### config.mk
export PLATFORM = sky130hd
export DESIGN_NAME = led_status_ctrl
export DESIGN_NICKNAME = d
export VERILOG_FILES = /design/src/rtl/led_status_ctrl.sv
export SDC_FILE = /design/constraint.sdc
export NUM_CORES = 1
export LEC_CHECK = 0
export BUFFER_PORTS_ARGS = -buffer_cell sky130_fd_sc_hd__clkbuf_2
export CAP_MARGIN = 5
export CORE_ASPECT_RATIO = 1.5
export CORE_MARGIN = 4
export CORE_UTILIZATION = 55
export DETAILED_ROUTE_END_ITERATION = 6
export PLACE_DENSITY_LB_ADDON = 0.08
export SLEW_MARGIN = 20
export SYNTH_ARGS = -nofsm -noshare
export SYNTH_HDL_FRONTEND = slang
export SYNTH_SLANG_ARGS = --single-unit
### constraint.sdc
create_clock -name clk -period 3 [get_ports clk]
set_input_delay 0.6 -clock clk [delete_from_list [all_inputs] [get_ports clk]]
set_output_delay 0.6 -clock clk [all_outputs]
set_load 0.1 [all_outputs]
### src/rtl/led_status_ctrl.sv
// Multi-channel LED status driver: per-channel off/on/slow/fast/blink-code modes,
// each channel with its own tick prescaler and phase counters.
module led_status_ctrl #(
    parameter int NUM_LED    = 6,
    parameter int TICK_DIV   = 6_250_000,
    parameter int CNT_W      = 23,
    parameter int FAST_TICKS = 1,
    parameter int SLOW_TICKS = 4,
    parameter int GAP_TICKS  = 8,
    parameter int CODE_W     = 4,
    parameter bit ACTIVE_LOW = 1'b0
) (
    input  logic                       clk,
    input  logic                       reset,
    input  logic [3*NUM_LED-1:0]       mode,
    input  logic [CODE_W*NUM_LED-1:0]  code,
    output logic [NUM_LED-1:0]         led,
    output logic [NUM_LED-1:0]         code_done
);

    localparam int PH_MAX_A = (FAST_TICKS > SLOW_TICKS) ? FAST_TICKS : SLOW_TICKS;
    localparam int PH_MAX   = (PH_MAX_A > GAP_TICKS) ? PH_MAX_A : GAP_TICKS;
    localparam int PH_W     = (PH_MAX > 1) ? $clog2(PH_MAX) : 1;

    localparam logic [CNT_W-1:0]  CNT_LAST  = CNT_W'(TICK_DIV - 1);
    localparam logic [CNT_W-1:0]  CNT_ONE   = CNT_W'(1);
    localparam logic [PH_W-1:0]   FAST_LAST = PH_W'(FAST_TICKS - 1);
    localparam logic [PH_W-1:0]   SLOW_LAST = PH_W'(SLOW_TICKS - 1);
    localparam logic [PH_W-1:0]   GAP_LAST  = PH_W'(GAP_TICKS - 1);
    localparam logic [PH_W-1:0]   PH_ONE    = PH_W'(1);
    localparam logic [CODE_W-1:0] CODE_ONE  = CODE_W'(1);

    localparam logic [2:0] MODE_OFF  = 3'd0;
    localparam logic [2:0] MODE_ON   = 3'd1;
    localparam logic [2:0] MODE_SLOW = 3'd2;
    localparam logic [2:0] MODE_FAST = 3'd3;
    localparam logic [2:0] MODE_CODE = 3'd4;

    typedef enum logic [1:0] {
        PULSE_ON,
        PULSE_OFF,
        GAP
    } code_state_t;

    genvar gi;
    generate
        for (gi = 0; gi < NUM_LED; gi++) begin : g_ch
            logic [2:0]        mode_in;
            logic [CODE_W-1:0] code_in;
            logic              tick;
            logic [PH_W-1:0]   half_last;

            logic [2:0]        mode_q,  mode_d;
            logic [CNT_W-1:0]  cnt_q,   cnt_d;
            logic [PH_W-1:0]   ph_q,    ph_d;
            logic [CODE_W-1:0] pulse_q, pulse_d;
            logic [CODE_W-1:0] code_q,  code_d;
            code_state_t       state_q, state_d;
            logic              level_q, level_d;
            logic              done_q,  done_d;

            assign mode_in   = mode[3*gi +: 3];
            assign code_in   = code[CODE_W*gi +: CODE_W];
            assign tick      = (cnt_q == CNT_LAST);
            assign half_last = (mode_q == MODE_FAST) ? FAST_LAST : SLOW_LAST;

            always_comb begin
                mode_d  = mode_q;
                cnt_d   = cnt_q;
                ph_d    = ph_q;
                pulse_d = pulse_q;
                code_d  = code_q;
                state_d = state_q;
                level_d = level_q;
                done_d  = 1'b0;

                // A mode change restarts the channel and overrides any tick on this edge
                if (mode_in != mode_q) begin
                    mode_d  = mode_in;
                    cnt_d   = '0;
                    ph_d    = '0;
                    pulse_d = '0;
                    code_d  = '0;
                    state_d = GAP;
                    case (mode_in)
                        MODE_ON, MODE_SLOW, MODE_FAST: level_d = 1'b1;
                        MODE_CODE: begin
                            code_d = code_in;
                            if (code_in != '0) begin
                                state_d = PULSE_ON;
                                level_d = 1'b1;
                            end else begin
                                level_d = 1'b0;
                            end
                        end
                        default: level_d = 1'b0;
                    endcase
                end else begin
                    cnt_d = tick ? '0 : cnt_q + CNT_ONE;
                    if (tick) begin
                        case (mode_q)
                            MODE_SLOW, MODE_FAST: begin
                                if (ph_q == half_last) begin
                                    ph_d    = '0;
                                    level_d = ~level_q;
                                end else begin
                                    ph_d = ph_q + PH_ONE;
                                end
                            end
                            MODE_CODE: begin
                                case (state_q)
                                    PULSE_ON: begin
                                        state_d = PULSE_OFF;
                                        level_d = 1'b0;
                                    end
                                    PULSE_OFF: begin
                                        if (pulse_q == code_q - CODE_ONE) begin
                                            state_d = GAP;
                                            pulse_d = '0;
                                            ph_d    = '0;
                                            level_d = 1'b0;
                                        end else begin
                                            pulse_d = pulse_q + CODE_ONE;
                                            state_d = PULSE_ON;
                                            level_d = 1'b1;
                                        end
                                    end
                                    default: begin
                                        if (ph_q == GAP_LAST) begin
                                            // Sequence restart: re-sample the code
                                            ph_d    = '0;
                                            pulse_d = '0;
                                            done_d  = 1'b1;
                                            code_d  = code_in;
                                            if (code_in != '0) begin
                                                state_d = PULSE_ON;
                                                level_d = 1'b1;
                                            end else begin
                                                state_d = GAP;
                                                level_d = 1'b0;
                                            end
                                        end else begin
                                            ph_d = ph_q + PH_ONE;
                                        end
                                    end
                                endcase
                            end
                            default: ;
                        endcase
                    end
                end
            end

            always_ff @(posedge clk) begin
                if (reset) begin
                    mode_q  <= MODE_OFF;
                    cnt_q   <= '0;
                    ph_q    <= '0;
                    pulse_q <= '0;
                    code_q  <= '0;
                    state_q <= GAP;
                    level_q <= 1'b0;
                    done_q  <= 1'b0;
                end else begin
                    mode_q  <= mode_d;
                    cnt_q   <= cnt_d;
                    ph_q    <= ph_d;
                    pulse_q <= pulse_d;
                    code_q  <= code_d;
                    state_q <= state_d;
                    level_q <= level_d;
                    done_q  <= done_d;
                end
            end

            assign led[gi]       = level_q ^ ACTIVE_LOW;
            assign code_done[gi] = done_q;
        end
    endgenerate

endmodule

### Word-level counts from Yosys, hierarchy flattened

Index checks and enable logic that the tools add are counted.

| storage, ports and cells | value |
|---|---|
| bits of input ports | 44 |
| register bits | 246 |
| word-level logic and storage cells | 522 |

| cells by class | value |
|---|---|
| equality and inequality tests | 108 |
| bitwise operators | 24 |
| muxes and demuxes | 198 |
| reduce and logical (&&, ||, !) cells | 120 |
| add/sub/neg operators | 24 |

Operator list:

| cell | count |
|---|---|
| two-way mux 4 bit | 48 |
| adder 23 x 1 -> 23 bit (second input constant) | 6 |
| == test 23 bit (second input constant) | 6 |
| two-way mux 2 bit | 48 |
| AND reduction 4 bit | 24 |
| == test 3 x 2 -> 1 bit (second input constant) | 24 |
| one-hot mux 3 bit (2 select lines) | 12 |
| nonzero test 2 bit | 30 |
| == test 3 bit (second input constant) | 18 |
| two-way mux 3 bit | 18 |
| one-hot mux 4 bit (2 select lines) | 6 |
| nonzero test 4 bit | 12 |
| two-way mux 1 bit | 42 |
| inequality test 3 bit (second input constant) | 12 |
| one-hot mux 1 bit (2 select lines) | 18 |
| OR reduction 2 bit | 18 |
| OR reduction 3 bit | 12 |
| OR reduction 6 bit | 6 |
| inequality test 5 bit (second input constant) | 6 |
| adder 4 x 1 -> 4 bit (second input constant) | 6 |
| == test 4 bit | 6 |
| inverter 1 bit | 24 |
| one-hot mux 2 bit (2 select lines) | 6 |
| subtractor 4 x 1 -> 4 bit (second input constant) | 6 |
| 10 further kinds | 60 |

### Logic depth before layout (Yosys ltp)

| logic depth | value |
|---|---|
| word-level depth | 7 |
| mapped depth | 9 |
| gate-level depth less buffers | 8 |

### Worst setup path before layout

OpenSTA, ideal clock, no wires.

| path | value |
|---|---|
| kind | in2reg |
| from | in mode[0] |
| to | reg g_ch[0].cnt_q[18] |
| library setup time | 0.064 ns |
| setup slack | 0.857 ns |
| cell stages on the path | 9 |
| arrival time | 2.079 ns |
| buffers on the path | 4 |
| cell sequence | clkbuf_1 -> xor2_1 -> or3_1 -> clkbuf_1 -> or2_1 -> buf_2 -> nand2b_4 -> buf_6 -> nor2_1 |

| between the ends | value |
|---|---|
| word-level cells in the longest chain between the ends | 2 |

RTL lines:

| what | line | RTL |
|---|---|---|
| from (decl) | 15 | `input logic [3*NUM_LED-1:0] mode,` |
| inequality test 3 bit | 78 | `if (mode_in != mode_q) begin` |
| OR reduction 3 bit (no line) | n/a |  |
| to (signal assigned) | 166 | `cnt_q <= cnt_d;` |
| to (decl) | 54 | `logic [CNT_W-1:0] cnt_q, cnt_d;` |

Every way passes these cells.
A chain may end at the register's enable or synchronous reset.

### Worst setup path after layout

| path | value |
|---|---|
| from | reg g_ch[3].cnt_q[0] |
| to | reg g_ch[3].pulse_q[3] |

| between the ends | value |
|---|---|
| word-level cells in the longest chain between the ends | 2 |

RTL lines:

| what | line | RTL |
|---|---|---|
| from (decl) | 54 |  |
| from (signal assigned) | 166 |  |
| == test 23 bit | 64 | `assign tick = (cnt_q == CNT_LAST);` |
| AND reduction 4 bit (no line) | n/a |  |
| to (signal assigned) | 168 | `pulse_q <= pulse_d;` |
| to (decl) | 56 | `logic [CODE_W-1:0] pulse_q, pulse_d;` |

Every way passes these cells.

==> results.json <==
{
  "outcome": "finished, final reports clean",
  "antenna_found_initial": 0,
  "period_share_pct": 77.4,
  "critical_path_arrival_ns": 2.75,
  "slew_headroom_pct": 54.3,
  "cts_made_buffers": 25,
  "initial_utilization_pct": 56.3,
  "n_fill_cell": 2034,
  "final_max_slew_viol_count": 0,
  "dr.pass1.iters": 4,
  "grt_use_total_pct": 19.9,
  "ys_seq_area_share_pct": 38.9,
  "postLayoutCoreUtil_pct": 62.5,
  "place_inst": 1788,
  "synthCells": 1494,
  "numClockSinks": 246,
  "synth.distinct_cells": 85,
  "grt_max_degree": 24,
  "holdBufCountCts": 0,
  "fin_area_sq_um": 14000,
  "synth-warning-count": 0,
  "viasPerCell": 5.62,
  "peakVddDrop_v": 0.000416,
  "fin_cells": 1833,
  "ctsResizeCount": 0,
  "cts_buffer_depth": 3,
  "clock-root-buffer": "clkbuf_16",
  "async_flop_share_pct": 0,
  "hold_class": "input pin to flip-flop",
  "cts_tree": "yes",
  "path_class": "flip-flop to flip-flop",
  "clk_pin_slew_ns": 0.07,
  "ys_seq_elements": 246,
  "syn_area_sq_um": 12600,
  "via_count": 10295,
  "postCtsSetupBuffers": 0,
  "syn_to_final_growth_pct": 11.0,
  "tightest_slew_ns": 0.679,
  "setup-violations-final": 0,
  "dieArea_sq_um": 25500,
  "top_layer": "met4",
  "synth_edf_count": 0,
  "cts-htree-levels": 1,
  "drt-met1-wl_um": 11100,
  "synth-main-ff-cell": "dfxtp_1",
  "placed_area_sq_um": 13100,
  "fp.dieH_um": 194,
  "ios": 56,
  "drc_errors": 0,
  "final_nets": 1613,
  "wl_per_cell_um": 14.0,
  "coreArea_sq_um": 22500,
  "antenna_cells": 0,
  "wl_met3_um": 660,
  "grt_pass1_vias": 10165,
  "met2_length_um": 13500,
  "grt_pass1_wl_um": 45200,
  "syn-num-nets": 1568,
  "finalHoldViolCount": 0,
  "synth.avg_cell_area_sq_um": 8.47,
  "pre_cts_ws_ns": 0.607,
  "overflow": 0,
  "drive_above_1_share_pct": 9.31,
  "endpoint_kind": "flip-flop",
  "rows": 67,
  "worst_slack_ns": 0.678,
  "drt_iter0_markers": 373,
  "required_ns": 3.43,
  "dpl.hpwl_um": 18800,
  "seq_area_sq_um": 4920,
  "rrSetupSlack_ns": 0.68,
  "clock_skew_ns": 0.00743,
  "clock_latency_ns": 0.51,
  "io_buffers": 55,
  "leakage_nw": 4.96,
  "cap_violations": 0,
  "p_per_area_nw_per_um2": 525,
  "ant_nets": 0,
  "min_period_ns": 2.32,
  "rsz0062_at_grt": "false",
  "finalSetupTns_ns": 0,
  "critPathLaunchType": "flip-flop",
  "die_w_um": 132,
  "postRouteWirelength_um": 25700,
  "gp_congestion": 0.866,
  "cp_max_fo": 7,
  "max_freq_mhz": 431,
  "multi_input_area_sq_um": 7290
}
placed cells by master, fill, tap and decap left out, drive strengths merged, types with 22 or more instances in the layout:
cell	synthesis	layout
or3	22	22
xor2	86	86
dfxtp	246	246
and3	23	23
nor2b	31	31
o21ai	45	45
nand4	29	29
clkbuf	26	88
ha	30	30
nand3	95	95
mux2i	32	32
a21oi	62	62
nor3	42	42
xnor2	84	84
nand2	108	108
inv	46	46
nor2	239	239
cells in the mapped netlist (4+ instances only):
library cell,n,share of area (%)
and3_1,22,1.1
o2111ai_1,9,0.62
buf_4,12,0.71
nand4bb_1,7,0.62
or2_2,14,0.69
nand3b_1,12,0.71
nor2b_1,31,1.5
mux2i_1,32,2.5
dfxtp_1,246,39
o21a_1,7,0.42
nand2_1,107,3.2
xnor2_1,84,5.8
and2_1,9,0.45
o21bai_1,4,0.24
buf_2,6,0.24
xor2_1,86,6.0
nor4b_1,5,0.35
a21o_1,4,0.24
nor3b_1,7,0.42
a21boi_0,4,0.24
nor2_1,238,7.1
nand2b_1,15,0.74
a21oi_1,61,2.4
o21ai_1,4,0.16
or4_1,10,0.59
clkbuf_1,24,0.71
a31oi_1,10,0.49
nor4bb_1,7,0.55
nand3_1,95,3.8
or3_1,22,1.1
a211oi_1,5,0.30
inv_1,46,1.4
o31ai_1,6,0.36
o21ai_0,38,1.5
nor4_1,14,0.69
ha_1,30,3.0
nor3_1,40,1.6
and4_1,16,1.1
nand4_1,28,1.4
sequential cells by signal, summed over array words and instances, names as in the netlist:
name,count
g_ch.level_q,6
g_ch.cnt_q,138
g_ch.state_q,12
g_ch.pulse_q,24
g_ch.ph_q,18
g_ch.mode_q,18
g_ch.done_q,6
g_ch.code_q,24
layer usage:
| layer | GRT usage, % | vias up |
|---|---|---|
| met2 | 38.1 | 128 |
| met4 | 5.57 | 0 |
| li1 | - | 5310 |
| met5 | 0 | - |
| met1 | 23.1 | 4820 |
| met3 | 2.36 | 37 |
kinds of logic (layout without fill, tap and decap cells):
kind of cell / Yosys count / after routing / synth area share (%)
AND/OR/NAND/NOR: 724 / 724 / 29.6
flip-flops: 246 / 246 / 38.9
AO/OA/AOI/OAI: 191 / 191 / 9.71
XOR/XNOR: 175 / 175 / 12.7
buffers and inverters: 94 / 157 / 3.40
multiplexers: 34 / 34 / 2.71
adder cells (fa/ha/maj): 30 / 30 / 2.97
report_power, final:
| part | switching, mW | internal [mW] | total [mW] |
|---|---|---|---|
| logic | 0.287 | 0.176 | 0.463 |
| clock network | 1.29 | 2.25 | 3.55 |
| registers | 0.0552 | 3.31 | 3.37 |
| total | 1.63 | 5.74 | 7.38 |
worst max-delay path, cell delays in order (launching register included):
cell and delay, ns:
dfxtp_1 0.38, ha_1 0.21, and3_1 0.24, nand3_1 0.19, nor3_2 0.41, o21ai_2 0.19
or4_1 0.44, a21oi_1 0.18
path summary, 6_finish.rpt:
path	start	depth (start not counted)	endpoint
worst max-delay path	g_ch[3].cnt_q[0]	7	g_ch[3].pulse_q[3]
worst max register to register	g_ch[3].cnt_q[0]	7	g_ch[3].pulse_q[3]
worst min-delay path	code[1]	3	g_ch[0].code_q[1]
worst min register to register	g_ch[4].cnt_q[0]	1	g_ch[4].cnt_q[0]
through the flow:
step           hold slack [ns]  power (mW)
3_3_place_gp             0.436        3.90
5_1_grt                  0.331        7.65
3_5_place_dp             0.446        3.90
2_1_floorplan            0.422        3.79
6_report                 0.335        7.38
4_1_cts                  0.315        7.47
area by class of cell:
cell class                      count  share of cell area [%]
Multi-Input combinational cell   1154                    51.9
Sequential cell                   246                    35.1
Clock buffer                       33                    5.03
Timing Repair Buffer               66                    2.55
Tap cell                          276                    2.46
Clock inverter                     12                    1.73
Inverter                           46                    1.23
(Power assumes the default switching activity.)
